$ cat config.mk
export PLATFORM = sky130hd
export DESIGN_NAME = tm1638_chip_responder
export DESIGN_NICKNAME = d
export VERILOG_FILES = /design/src/rtl/tm1638_chip_responder.sv
export SDC_FILE = /design/constraint.sdc
export NUM_CORES = 1
export LEC_CHECK = 0
export BUFFER_PORTS_ARGS = -buffer_cell sky130_fd_sc_hd__buf_4
export CELL_PAD_IN_SITES_DETAIL_PLACEMENT = 1
export CELL_PAD_IN_SITES_GLOBAL_PLACEMENT = 1
export CORE_MARGIN = 3
export CORE_UTILIZATION = 40
export CTS_CLUSTER_DIAMETER = 200
export DETAILED_ROUTE_END_ITERATION = 8
export GPL_ROUTABILITY_DRIVEN = 0
export PLACE_DENSITY_LB_ADDON = 0.1
export SYNTH_ARGS = -nofsm -noshare
export SYNTH_HDL_FRONTEND = slang
export SYNTH_SLANG_ARGS = --single-unit
$ cat constraint.sdc
create_clock -name clk -period 2.31 [get_ports clk]
set_clock_uncertainty 0.05 [all_clocks]
set_input_delay 0.1155 -clock clk [delete_from_list [all_inputs] [get_ports clk]]
set_output_delay 0.1155 -clock clk [all_outputs]
set_load 0.02 [all_outputs]
$ cat src/rtl/tm1638_chip_responder.sv
// rtl/tm1638_chip_responder.sv - TM1638 chip model: serial frame decoder, display RAM, key readback
// All sio pins are oversampled in the clk domain; edges are found after the synchronizers.
module tm1638_chip_responder #(
  parameter int w_digit     = 8,
  parameter int sync_stages = 2
) (
  input  logic                 clk,
  input  logic                 rst,
  input  logic                 sio_clk,
  input  logic                 sio_stb,
  input  logic                 sio_data_in,
  output logic                 sio_data_out,
  output logic                 sio_data_oe,
  input  logic [7:0]           keys,
  output logic [8*w_digit-1:0] hgfedcba,
  output logic [7:0]           led,
  output logic                 display_on,
  output logic [2:0]           brightness,
  output logic                 frame_done
);

  typedef enum logic [2:0] {IDLE, CMD, WRITE, READ, IGNORE} state_t;

  localparam int fw = $clog2(sync_stages + 1) + 1;

  state_t state, state_n;

  logic [sync_stages-1:0] clk_sync, stb_sync, dat_sync;
  logic                   clk_d, stb_d;
  logic                   clk_s, stb_s, dat_s;
  logic [fw-1:0]          flush_cnt;
  logic                   flush_done, armed;
  logic                   clk_rise, clk_fall, stb_rise, stb_fall;
  logic                   bit_take, byte_done;
  logic [2:0]             bit_cnt;
  logic [6:0]             shreg;
  logic [7:0]             rx_byte;
  logic [7:0]             ram [16];
  logic [3:0]             addr;
  logic                   auto_inc;
  logic [7:0]             key_shadow;
  logic [5:0]             rd_cnt;
  logic                   key_bit;

  assign clk_s = clk_sync[sync_stages-1];
  assign stb_s = stb_sync[sync_stages-1];
  assign dat_s = dat_sync[sync_stages-1];

  assign flush_done = (flush_cnt == fw'(sync_stages));
  assign clk_rise   = clk_s & ~clk_d;
  assign clk_fall   = ~clk_s & clk_d;
  assign stb_rise   = stb_s & ~stb_d;
  // After reset a frame is only accepted once stb has been seen high through the synchronizer.
  assign stb_fall   = ~stb_s & stb_d & armed;
  assign bit_take   = clk_rise & ~stb_s;
  assign byte_done  = bit_take & (bit_cnt == 3'd7);
  assign rx_byte    = {dat_s, shreg};

  always_ff @(posedge clk) begin
    if (rst) begin
      clk_sync  <= '1;
      stb_sync  <= '1;
      dat_sync  <= '0;
      clk_d     <= 1'b1;
      stb_d     <= 1'b1;
      flush_cnt <= '0;
      armed     <= 1'b0;
    end else begin
      clk_sync <= {clk_sync[sync_stages-2:0], sio_clk};
      stb_sync <= {stb_sync[sync_stages-2:0], sio_stb};
      dat_sync <= {dat_sync[sync_stages-2:0], sio_data_in};
      clk_d    <= clk_s;
      stb_d    <= stb_s;
      if (!flush_done) flush_cnt <= flush_cnt + 1'b1;
      if (flush_done && stb_s && stb_d) armed <= 1'b1;
    end
  end

  always_ff @(posedge clk) begin
    if (rst) state <= IDLE;
    else     state <= state_n;
  end

  always_comb begin
    state_n = state;
    if (stb_rise) begin
      state_n = IDLE;
    end else begin
      case (state)
        IDLE: if (stb_fall) state_n = CMD;
        CMD: begin
          if (byte_done) begin
            case (rx_byte[7:6])
              2'b01:   state_n = rx_byte[1] ? READ : IGNORE;
              2'b11:   state_n = WRITE;
              default: state_n = IGNORE;
            endcase
          end
        end
        default: state_n = state;
      endcase
    end
  end

  // Key stream: byte j carries keys[j] in bit 0 and keys[j+4] in bit 4.
  always_comb begin
    key_bit = 1'b0;
    if (rd_cnt[2:0] == 3'd0)      key_bit = key_shadow[{1'b0, rd_cnt[4:3]}];
    else if (rd_cnt[2:0] == 3'd4) key_bit = key_shadow[{1'b1, rd_cnt[4:3]}];
  end

  always_ff @(posedge clk) begin
    if (rst) begin
      for (int i = 0; i < 16; i++) ram[i] <= '0;
      bit_cnt      <= '0;
      shreg        <= '0;
      addr         <= '0;
      auto_inc     <= 1'b1;
      key_shadow   <= '0;
      rd_cnt       <= '0;
      display_on   <= 1'b0;
      brightness   <= '0;
      sio_data_oe  <= 1'b0;
      sio_data_out <= 1'b0;
      frame_done   <= 1'b0;
    end else begin
      frame_done <= stb_rise;
      if (bit_take) shreg <= rx_byte[7:1];
      if (state == IDLE || stb_rise) bit_cnt <= '0;
      else if (bit_take)             bit_cnt <= bit_cnt + 1'b1;

      if (stb_rise) begin
        sio_data_oe  <= 1'b0;
        sio_data_out <= 1'b0;
      end else begin
        if (state == CMD && byte_done) begin
          key_shadow <= keys;
          rd_cnt     <= '0;
          case (rx_byte[7:6])
            2'b01: auto_inc <= ~rx_byte[2];
            2'b11: addr <= rx_byte[3:0];
            2'b10: begin
              display_on <= rx_byte[3];
              brightness <= rx_byte[2:0];
            end
            default: ;
          endcase
        end
        if (state == WRITE && byte_done) begin
          ram[addr] <= rx_byte;
          if (auto_inc) addr <= addr + 1'b1;
        end
        if (state == READ && clk_fall) begin
          sio_data_oe  <= 1'b1;
          sio_data_out <= rd_cnt[5] ? 1'b0 : key_bit;
          if (!rd_cnt[5]) rd_cnt <= rd_cnt + 1'b1;
        end
      end
    end
  end

  for (genvar i = 0; i < w_digit; i++) begin : g_digit
    assign hgfedcba[8*i +: 8] = ram[2*i];
  end

  for (genvar i = 0; i < 8; i++) begin : g_led
    assign led[i] = ram[2*i+1][0];
  end

endmodule

# Word level (Yosys, flattened, before mapping)
# Memories as Yosys holds them, arrays and structs flattened.
# Cells that the tools add are included.
# word_totals
ff_bits,51
mem_bits_rw,128
in_bits,13
out_inout_bits,79
elab_cells,94
mem_count,1
# op_classes
add_sub_neg,4
n_lt_le_gt_ge,2
eq_ne,11
mux,28
n_bitwise,13
reduce_logical,16
# memory_table
memory,words,word_bits,rd,rd_ports_with_merged_regs,wr,line_no,rtl
ram,16,8,16,0,16,38,logic [7:0] ram [16];
# ops
cell,count
2-to-1 mux 4 bit,5
2-to-1 mux 6 bit,3
2-to-1 mux 1 bit,12
case mux 3 bit (2 select lines),2
equality test 3 x 2 -> 1 bit (second input constant),3
2-to-1 mux 3 bit,3
AND reduction 3 bit,3
2-to-1 mux 8 bit,1
OR reduction 8 bit,1
bitwise AND 1 bit,7
adder 3 x 1 -> 3 bit (second input constant),2
adder 6 x 1 -> 6 bit (second input constant),1
equality test 3 bit (second input constant),2
zero test 3 bit,2
inverter 1 bit,6
logical AND 1 bit,5
adder 4 x 1 -> 4 bit (second input constant),1
binary-select mux 1 bit (select 2 bit),2
equality test 2 bit (second input constant),2
less-than comparator 2 x 4 -> 1 bit (second input constant),1
less-than comparator 3 x 4 -> 1 bit (second input constant),1
inequality test 2 bit (second input constant),2
OR reduction 2 bit,2
equality test 3 x 1 -> 1 bit (second input constant),1
other kinds (4),4

# Depth between registers and ports, before layout
# depth
ltp_word,11
depth_mapped,7
mapped_depth_nobuf,6

# Least setup slack after synthesis
# No wires, ideal clock.
# synth_timing
kind,reg-to-reg
from,reg bit_cnt[0]
to,mem ram[12][0] (enable)
setup_time_ns,0.329
arrival_ns,1.817
required_time_ns,1.931
path_slack_ns,0.113
path_stages_with_launch,8
n_path_buf,1
period_less_slack_ns,2.197
cell_sequence,dfxtp_1 ha_1 ha_1 and4bb_2 nand4b_4 buf_2 nor3_2 or2_1
# synth_lines
element,line_no,rtl
from (decl),35,logic [2:0] bit_cnt;
from (signal assigned),130,else if (bit_take) bit_cnt <= bit_cnt + 1'b1;
to (decl),38,

==> impl_metrics.env <==
export IMPL_status="complete, no violations"
export IMPL_place_ws_ns=-0.00136
export IMPL_synth_distinct_cells=52
export IMPL_finalCritPeriodShare_pct=91.3
export IMPL_hold_violations=0
export IMPL_synth_top_flop_cell="edfxtp_1"
export IMPL_clock_fmax_ghz=0.474
export IMPL_p_int_w=0.00415
export IMPL_maxCapViolCount=0
export IMPL_place_port_buffers=91
export IMPL_drive_above_1_share_pct=29.1
export IMPL_cts_buffers=17
export IMPL_rows=40
export IMPL_syn_inst=438
export IMPL_grt_setup_unrepaired="no"
export IMPL_hpwlAfterDp_um=8750
export IMPL_synth_top_cells_by_area="edfxtp_1 (42%), dfxtp_1 (20%), and2_1 (6.9%)"
export IMPL_clk_pin_slew_ns=0.05
export IMPL_yosysWarningCount=0
export IMPL_antenna_found_initial=0
export IMPL_stdcell_count=742
export IMPL_grt_overflow=0
export IMPL_p_sw_w=0.00115
export IMPL_placedCellCount=697
export IMPL_final_max_slew_violation_count=0
export IMPL_synthesis_area_um2=5110
export IMPL_die_w_um=119
export IMPL_cts_tree="yes"
export IMPL_pin_count=92
export IMPL_slew_headroom_pct=55.6
export IMPL_synthesis_nets=461
export IMPL_arrival_ns=2.17
export IMPL_vias=3696
export IMPL_final_setup_viol_count=0
export IMPL_final_setup_tns_ns=0
export IMPL_first_pass_iters=4
export IMPL_clock_sinks=123
export IMPL_ir_drop_v=0.000502
export IMPL_worstPathMaxFanout=6
export IMPL_htreeDepth=4
export IMPL_design_core_area_um2=12300
export IMPL_endpoint_kind="flip-flop"
export IMPL_min_path_type="flip-flop to flip-flop"
export IMPL_synth_most_common_cell="edfxtp_1"
export IMPL_async_reset_ff_share_pct=0
export IMPL_leakage_nw=2.62
export IMPL_wl_per_cell_um=16.6
export IMPL_antenna_cells=0
export IMPL_via_per_inst=4.98
export IMPL_clockBufferDepth=2
export IMPL_syn_to_final_growth_pct=32.5
export IMPL_avgSynthCellArea_um2=11.7
export IMPL_grt_pass1_wl_um=19900
export IMPL_clockPowerShare_pct=46.5
export IMPL_grt_use_total_pct=18.1
export IMPL_combPwrFrac_pct=7.1
export IMPL_seq_area_frac_synth_pct=62.3
export IMPL_cts_root_buf="clkbuf_16"
export IMPL_period_minus_slack_ns=2.11
export IMPL_ant_nets=0
export IMPL_cp_start_kind="flip-flop"
export IMPL_drcViolationCount=0
export IMPL_n_fill_cell=1307
export IMPL_start_util_pct=41.6
export IMPL_seqPwrFrac_pct=46.4
export IMPL_grt_pass1_vias=3775
export IMPL_tightestPinTransition_ns=0.665
export IMPL_synth_seq_cells=123
export IMPL_routed_wl_um=12300
export IMPL_synth_common_cells="edfxtp_1 (72), and2_1 (56), dfxtp_1 (51)"
export IMPL_grt_max_degree=27
export IMPL_power_w=0.00530
export IMPL_die_area_um2=14200
export IMPL_p_sw_share_pct=21.8
export IMPL_fp_dieH_um=119
export IMPL_path_class="flip-flop to flip-flop"
export IMPL_critPathRequiredTime_ns=2.37
export IMPL_fin_ws_ns=0.202
export IMPL_drt_iter0_drc=122
export IMPL_netlist_area_leader_share_pct=42.3
export IMPL_power_density_nw_per_um2=783
export IMPL_insertion_delay_ns=0.41
export IMPL_yosysTopAreaCell="edfxtp_1"
export IMPL_nets=584
export IMPL_synth_edf_count=72
## final cells by class
cell class	instances	area (um2)	share of cell area [%]
timing repair buffer	123	966	14.3
clock buffer	22	444	6.56
sequential	123	3180	47.0
inverter	12	45.0	0.666
tap	168	210	3.11
clock inverter	10	100	1.48
multi-input combinational	284	1820	26.9
## routing by layer
metal,global-route usage [%],wire length [um]
met1,21.7,5370
met2,31.3,6290
met3,4.32,449
met4,7.17,196
met5,0,0
## flip-flops by register name, summed over array words and instances (netlist names)
signal        flops
sio_data_out      1
rd_cnt            6
stb_sync          2
ram              72
shreg             7
display_on        1
frame_done        1
bit_cnt           3
sio_data_oe       1
clk_sync          2
clk_d             1
dat_sync          2
auto_inc          1
addr              4
stb_d             1
key_shadow        8
brightness        3
armed             1
flush_cnt         3
state             3
## layout by cell type, fill, tap and decap left out, drive strengths merged, types with 5 or more instances in the layout
cell type,netlist,layout
o21bai,9,9
clkinv,1,8
mux2i,6,6
inv,11,11
a31oi,6,6
dlygate4sd3,0,12
dfxtp,51,51
nor2b,5,5
nor3,11,11
nor4,10,10
clkbuf,17,22
nor2,26,26
nand3,6,6
a21oi,28,28
ha,10,10
edfxtp,72,72
and2,56,56
or2,14,14
nand2b,5,5
nand2,50,50
buf,2,111
## metrics by stage
| step | hold slack [ns] | cell area, um2 | util (%) |
|---|---|---|---|
| 2_1_floorplan | 0.169 | 5110 | - |
| 3_3_place_gp | 0.252 | 6070 | 49.5 |
| 3_5_place_dp | 0.256 | 6070 | 49.5 |
| 4_1_cts | 0.355 | 6730 | 54.9 |
| 5_1_grt | 0.379 | 6770 | 55.2 |
| 6_report | 0.362 | 6770 | 55.2 |
## kinds of logic after synthesis
logic type               synth area share, %
multiplexers                            2.06
buffers and inverters                   2.35
AO/OA/AOI/OAI                           7.06
adder cells (fa/ha/maj)                 2.45
XOR/XNOR                               0.515
flip-flops                              62.3
AND/OR/NAND/NOR                         23.2
## power by group through the flow
stage                     sequential, W  clock (W)  combinational (W)
after floorplan                 0.00258          0           0.000124
after detailed placement        0.00251          0           0.000362
after global routing            0.00247    0.00263           0.000408
after global placement          0.00250          0           0.000351
after CTS                       0.00246    0.00251           0.000379
final                           0.00246    0.00246           0.000374
## repair_timing
| action | 4_1_cts | 5_1_grt |
|---|---|---|
| hold buffers | 12 | 0 |
| resized for setup | 1 | 2 |
| endpoints found under the hold margin | 15 | 0 |
| buffers inserted | 0 | 1 |
| setup endpoints to repair | 8 | 71 |
## worst max-delay path, cell delays in order, from the launching register on
cell	delay [ns]
dfxtp_1	0.35
ha_1	0.15
ha_1	0.19
and4bb_4	0.30
nor4b_4	0.28
buf_4	0.19
nand2_1	0.10
o21bai_1	0.19
## final timing paths
kind,cells after the start,endpoint,slack (ns),start
hold reg to reg,1,stb_sync[1],0.36,stb_sync[0]
setup / recovery,7,ram[1][0],0.20,bit_cnt[0]
hold / removal,1,stb_sync[1],0.36,stb_sync[0]
setup reg to reg,7,ram[1][0],0.20,bit_cnt[0]
No activity file was read; power rests on OpenSTA's default activity.
